`config.mk`:
```
export PLATFORM = sky130hd
export DESIGN_NAME = mostra_sequencia_flat
export DESIGN_NICKNAME = d
export VERILOG_FILES = /design/src/rtl/mostra_pkg.sv /design/src/rtl/mostra_sequencia_if.sv /design/src/rtl/contador_tempo.sv /design/src/rtl/mostra_sequencia.sv /design/src/flat_wrapper.sv
export SDC_FILE = /design/constraint.sdc
export NUM_CORES = 1
export LEC_CHECK = 0
export CORE_MARGIN = 2
export CORE_UTILIZATION = 47
export CTS_CLUSTER_SIZE = 14
export DETAILED_ROUTE_END_ITERATION = 12
export PLACE_DENSITY = 0.78
export SLEW_MARGIN = 20
export SYNTH_ARGS = -nofsm -noshare
export SYNTH_HDL_FRONTEND = slang
export SYNTH_SLANG_ARGS = --single-unit
```
`constraint.sdc`:
```
create_clock -name clock -period 1.4 [get_ports clock]
set_input_delay 0.28 -clock clock [delete_from_list [all_inputs] [get_ports clock]]
set_output_delay 0.28 -clock clock [all_outputs]
set_load 0.01 [all_outputs]
```
`src/rtl/mostra_pkg.sv`:
```
// Shared definitions for the sequence display block: state codes and default timings.
package mostra_pkg;

  typedef enum logic [3:0] {
    INICIAL = 4'd0,
    PREPARA = 4'd1,
    ACENDE  = 4'd2,
    APAGA   = 4'd3,
    PROXIMO = 4'd4,
    CARREGA = 4'd5,
    FIM     = 4'd6
  } estado_t;

  localparam int unsigned TEMPO_ACESO_DEF   = 1000;
  localparam int unsigned TEMPO_APAGADO_DEF = 500;
  localparam int unsigned DADO_W            = 4;

  function automatic int unsigned max_u(input int unsigned a, input int unsigned b);
    return (a > b) ? a : b;
  endfunction

endpackage

```
`src/rtl/mostra_sequencia_if.sv`:
```
// Control/ROM/LED bundle of mostra_sequencia. MOSTRA_PAUSA_EN adds the pausa input.
interface mostra_sequencia_if #(
  parameter int unsigned ADDR_W = 4
);
  logic              iniciar;
  logic [ADDR_W-1:0] limite;
  logic [3:0]        mem_dado;
  logic [ADDR_W-1:0] mem_endereco;
  logic [3:0]        leds;
  logic              mostrando;
  logic              pronto;
  logic [3:0]        db_estado;
`ifdef MOSTRA_PAUSA_EN
  logic              pausa;

  modport master (output iniciar, limite, mem_dado, pausa,
                  input  mem_endereco, leds, mostrando, pronto, db_estado);
  modport slave  (input  iniciar, limite, mem_dado, pausa,
                  output mem_endereco, leds, mostrando, pronto, db_estado);
`else
  modport master (output iniciar, limite, mem_dado,
                  input  mem_endereco, leds, mostrando, pronto, db_estado);
  modport slave  (input  iniciar, limite, mem_dado,
                  output mem_endereco, leds, mostrando, pronto, db_estado);
`endif
endinterface

```
`src/rtl/contador_tempo.sv`:
```
// Cycle counter shared by the lit and dark phases; synchronous clear wins over enable.
module contador_tempo #(
  parameter int unsigned M = 2
) (
  input  logic                     clock,
  input  logic                     reset,
  input  logic                     i_clear,
  input  logic                     i_enable,
  output logic [$clog2(M+1)-1:0]   o_count,
  output logic                     o_fim_c
);
  localparam int unsigned W = $clog2(M + 1);

  logic [W-1:0] r_count;

  assign o_fim_c = i_enable && (r_count == W'(M - 1));
  assign o_count = r_count;

  always_ff @(posedge clock or negedge reset) begin
    if (!reset) begin
      r_count <= '0;
    end else if (i_clear) begin
      r_count <= '0;
    end else if (i_enable) begin
      r_count <= o_fim_c ? '0 : r_count + W'(1);
    end
  end
endmodule

```
`src/rtl/mostra_sequencia.sv`:
```
// Shows ROM entries 0..limite on the LEDs, lit then dark, then pulses pronto.
// Optional MOSTRA_PAUSA_EN: pausa freezes the lit/dark timing.
module mostra_sequencia
  import mostra_pkg::*;
#(
  parameter int unsigned TEMPO_ACESO   = TEMPO_ACESO_DEF,
  parameter int unsigned TEMPO_APAGADO = TEMPO_APAGADO_DEF,
  parameter int unsigned ADDR_W        = 4
) (
  input logic               clock,
  input logic               reset,
  mostra_sequencia_if.slave bus
);
  localparam int unsigned T_MAX = max_u(TEMPO_ACESO, TEMPO_APAGADO);
  localparam int unsigned T_W   = $clog2(T_MAX + 1);

  estado_t            r_estado, w_prox;
  logic [ADDR_W-1:0]  r_endereco, w_endereco_prox;
  logic [ADDR_W-1:0]  r_limite, w_limite_prox;
  logic [DADO_W-1:0]  r_leds, w_leds_prox;
  logic               r_pronto, r_mostrando;
  logic               w_clear, w_enable, w_pausa;
  logic               w_fim_timer, w_fim_aceso, w_fim_apagado;
  logic [T_W-1:0]     w_count;

`ifdef MOSTRA_PAUSA_EN
  assign w_pausa = bus.pausa;
`else
  assign w_pausa = 1'b0;
`endif

  assign w_enable = ((r_estado == ACENDE) || (r_estado == APAGA)) && !w_pausa;

  contador_tempo #(.M(T_MAX)) u_timer (
    .clock    (clock),
    .reset    (reset),
    .i_clear  (w_clear),
    .i_enable (w_enable),
    .o_count  (w_count),
    .o_fim_c  (w_fim_timer)
  );

  // The longer phase uses the counter's own terminal flag; the shorter one compares early.
  assign w_fim_aceso   = w_enable && ((TEMPO_ACESO == T_MAX) ? w_fim_timer
                                       : (w_count == T_W'(TEMPO_ACESO - 1)));
  assign w_fim_apagado = w_enable && ((TEMPO_APAGADO == T_MAX) ? w_fim_timer
                                       : (w_count == T_W'(TEMPO_APAGADO - 1)));

  always_ff @(posedge clock or negedge reset) begin
    if (!reset) r_estado <= INICIAL;
    else        r_estado <= w_prox;
  end

  always_comb begin
    w_prox          = r_estado;
    w_endereco_prox = r_endereco;
    w_limite_prox   = r_limite;
    w_leds_prox     = r_leds;
    w_clear         = 1'b0;
    case (r_estado)
      INICIAL: begin
        w_leds_prox = '0;
        // Address returns to 0 early so mem_dado is valid for entry 0 during PREPARA.
        if (bus.iniciar) begin
          w_endereco_prox = '0;
          w_prox          = PREPARA;
        end
      end
      PREPARA: begin
        w_endereco_prox = '0;
        w_limite_prox   = bus.limite;
        w_clear         = 1'b1;
        w_leds_prox     = bus.mem_dado;
        w_prox          = ACENDE;
      end
      ACENDE: begin
        if (w_fim_aceso) begin
          w_leds_prox = '0;
          w_clear     = 1'b1;
          w_prox      = APAGA;
        end
      end
      APAGA: begin
        if (w_fim_apagado) begin
          w_clear = 1'b1;
          w_prox  = (r_endereco == r_limite) ? FIM : PROXIMO;
        end
      end
      PROXIMO: begin
        w_endereco_prox = r_endereco + ADDR_W'(1);
        w_prox          = CARREGA;
      end
      CARREGA: begin
        w_leds_prox = bus.mem_dado;
        w_clear     = 1'b1;
        w_prox      = ACENDE;
      end
      FIM: begin
        w_leds_prox = '0;
        w_prox      = INICIAL;
      end
      default: begin
        w_leds_prox = '0;
        w_prox      = INICIAL;
      end
    endcase
  end

  always_ff @(posedge clock or negedge reset) begin
    if (!reset) begin
      r_endereco  <= '0;
      r_limite    <= '0;
      r_leds      <= '0;
      r_pronto    <= 1'b0;
      r_mostrando <= 1'b0;
    end else begin
      r_endereco  <= w_endereco_prox;
      r_limite    <= w_limite_prox;
      r_leds      <= w_leds_prox;
      r_pronto    <= (w_prox == FIM);
      r_mostrando <= (w_prox != INICIAL) && (w_prox != FIM);
    end
  end

  assign bus.mem_endereco = r_endereco;
  assign bus.leds         = r_leds;
  assign bus.pronto       = r_pronto;
  assign bus.mostrando    = r_mostrando;
  assign bus.db_estado    = r_estado;
endmodule

```
`src/flat_wrapper.sv`:
```
// flat-port wrapper written by rule: the top's interface ports become plain ports
module mostra_sequencia_flat import mostra_pkg::*;
#(
  parameter int unsigned TEMPO_ACESO   = TEMPO_ACESO_DEF,
  parameter int unsigned TEMPO_APAGADO = TEMPO_APAGADO_DEF,
  parameter int unsigned ADDR_W        = 4
)
  (clock, reset, bus_iniciar, bus_limite, bus_mem_dado, bus_mem_endereco, bus_leds, bus_mostrando, bus_pronto, bus_db_estado);
  mostra_sequencia_if #(.ADDR_W(ADDR_W)) bus_i ();
  input logic clock;
  input logic reset;
  input wire logic [$bits(bus_i.iniciar)-1:0] bus_iniciar;
  input wire logic [$bits(bus_i.limite)-1:0] bus_limite;
  input wire logic [$bits(bus_i.mem_dado)-1:0] bus_mem_dado;
  output wire logic [$bits(bus_i.mem_endereco)-1:0] bus_mem_endereco;
  output wire logic [$bits(bus_i.leds)-1:0] bus_leds;
  output wire logic [$bits(bus_i.mostrando)-1:0] bus_mostrando;
  output wire logic [$bits(bus_i.pronto)-1:0] bus_pronto;
  output wire logic [$bits(bus_i.db_estado)-1:0] bus_db_estado;
  assign bus_i.iniciar = bus_iniciar;
  assign bus_i.limite = bus_limite;
  assign bus_i.mem_dado = bus_mem_dado;
  assign bus_mem_endereco = bus_i.mem_endereco;
  assign bus_leds = bus_i.leds;
  assign bus_mostrando = bus_i.mostrando;
  assign bus_pronto = bus_i.pronto;
  assign bus_db_estado = bus_i.db_estado;
  mostra_sequencia #(.TEMPO_ACESO(TEMPO_ACESO), .TEMPO_APAGADO(TEMPO_APAGADO), .ADDR_W(ADDR_W)) u_core (.clock(clock), .reset(reset), .bus(bus_i));
endmodule
```
==> flow_summary.ini <==
[status]
status = finished, violations left
violations = negative setup slack

[clock_tree]
clock-sinks = 28
htree_levels = 1
insertion_delay_ns = 0.34
cts_made_buffers = 3
clk_path_buf_depth = 2
cts_tree = done
cts_root_buf = clkbuf_4
clkTransAtPathRegs_ns = 0.15
cts_hold_buf = 0

[global_route]
grt_max_degree = 29
first_global_vias = 1462
antenna_found_initial = 0
overflow = 0
grt_usage = 0.259
grt_pass1_wl_mm = 6.91

[floorplan]
core_area_um2 = 3000
die_height_um = 59.7
start_util = 0.486
pin_count = 25
die-area_um2 = 3570
die_w_um = 59.7
num_rows = 20

[final_layout]
fin_util = 0.785
nets = 217
diodes = 0
fin_cells = 236
final_cell_mix = 35 x buf_4, 23 x dfrtp_1, 13 x buf_6, 13 x dlygate4sd2_1, 10 x clkdlybuf4s50_1
multi_input_area_um2 = 920
mostFrequentLayoutCell = buf_4
area_delta_synth_final_pct = 61.5
seqCellArea_um2 = 707
drive_above_1_share = 0.502
fillers = 186

[placed_design]
placedCellCount = 210
place_congestion = 0.843
dp.final_hpwl_mm = 2.39
dp_slack_ns = -0.178
io_buffers = 24

[job]
maxCapViolCount = 0

[hold_path]
hp-class = input port to asynchronous set/reset pin

[synth]
syn_nets = 143
synth-edff-count = 0
mappedNetlistArea_um2 = 1460
synth-seq-area-share = 0.480
async_reset_ff_frac = 1.00
syn_inst = 130
ys_types = 42
synth.ff_latch_count = 28
yosys_warnings = 0
avgSynthCellArea_um2 = 11.2
synthFlopType = dfrtp_1

[routing]
dr.pass1.iters = 4
vias = 1394
vias_per_cell = 5.91
drt-total-wl_mm = 4.38
routedWlPerCell_um = 18.6
ant_nets = 0
first_iter_violations = 71
drc = 0

[critical_path]
required_ns = 1.68
cp.arrival_ns = 1.85
cp-start-kind = flip-flop
cp_max_fo = 6
r2r_setup_slack_ns = -0.17
critPathKind = flip-flop to flip-flop
endpoint_kind = flip-flop

[sta]
min_period_over_period = 1.12
worst_slack_ns = -0.170
final_max_slew_viol_count = 0
finalCriticalPeriod_ns = 1.57
hold_viol = 0
skew_ns = 0.00361
setup_viol = 26
rsz0062_at_grt = true
holdWs_ns = 0.275
fmax_ghz = 0.637

[power]
powerDensity_nw_per_um2 = 853
leakage_uw = 0.00107
vdd_drop_max_uv = 455
p_total_uw = 2010
## worst max-delay path, stage by stage, from the launching register on
cell     delay, ns
dfrtp_2       0.46
buf_6         0.14
or4b_4        0.61
nor3_2        0.18
a21oi_1       0.06
o21ai_1       0.07
## cell usage after synthesis (2+ instances only)
master	number	area (um^2)
dfrtp_1	28	701
nor3_1	9	45.0
xor2_1	8	70.1
nand2_1	7	26.3
o21ai_0	6	30.0
a21oi_1	5	25.0
nand4_1	5	31.3
a22o_1	4	35.0
mux2_2	4	45.0
nand3_1	4	20.0
nor2_1	4	15.0
xnor2_1	4	35.0
o21ai_1	3	15.0
and2_1	2	12.5
and3_1	2	12.5
buf_2	2	10.0
buf_4	2	15.0
ha_1	2	25.0
nand3b_1	2	15.0
nor3_2	2	20.0
nor3b_2	2	25.0
nor4_1	2	12.5
o31ai_1	2	15.0
## final timing paths
kind	start	endpoint	depth (start not counted)
worst max-delay path	u_core.bus.db_estado[3]	u_core.bus.mem_endereco[3]	5
worst min-delay path	reset	u_core.bus.mem_endereco[2]	2
worst max register to register	u_core.bus.db_estado[3]	u_core.bus.mem_endereco[3]	5
worst min register to register	u_core.bus.leds[2]	u_core.bus.leds[2]	1
max in group asynchronous	reset	u_core.bus.db_estado[0]	2
min in group clock	u_core.bus.leds[2]	u_core.bus.leds[2]	1
## area by class of cell
| class | count | area share |
|---|---|---|
| flip-flops and latches | 28 | 0.300 |
| multi-input cells | 97 | 0.390 |
| repair buffers | 73 | 0.275 |
| well taps | 33 | 0.0175 |
| inverters | 1 | 0.00265 |
| clock buffers | 4 | 0.0154 |
## sequential cells by signal, indices dropped and copies added (netlist names)
register / cells
u_core.bus.db_estado: 4
u_core.bus.pronto: 1
u_core.r_limite: 4
u_core.bus.leds: 4
u_core.bus.mostrando: 1
u_core.u_timer.o_count: 10
u_core.bus.mem_endereco: 4
## per-layer routing
metal,global-route usage,wire length [um]
met1,0.311,1670
met2,0.466,2400
met3,0.0303,204
met4,0.108,114
met5,0,0
## cells by family (layout without fill, tap and decap cells)
kind of cell,Yosys count,after routing,share of synthesized area
AND/OR/NAND/NOR,48,48,0.214
flip-flops,28,28,0.480
other,1,1,0.00257
AO/OA/AOI/OAI,28,29,0.149
XOR/XNOR,12,12,0.0720
adder cells (fa/ha/maj),2,2,0.0171
buffers and inverters,6,78,0.0274
multiplexers,5,5,0.0377
## stage by stage
step | area [um^2] | TNS [ns]
floorplan | 1470 | -0.162
global placement | 1940 | -0.649
detailed placement | 1940 | -1.79
CTS | 2250 | -0.923
global route | 2360 | -4.19
finish | 2360 | -2.58
## what timing repair did
item / in CTS / in global routing
gates cloned: 2 / 0
buffers inserted: 19 / 2
resized for setup: 56 / 22
pin swaps: 21 / 13
setup endpoints to repair: 40 / 27
## power breakdown
part	switching [uW]	internal (uW)	leakage, uW
logic	287	350	0.000680
registers	67.8	899	0.000367
clock network	248	160	0.0000210
Power figures use the tool's default switching activity.
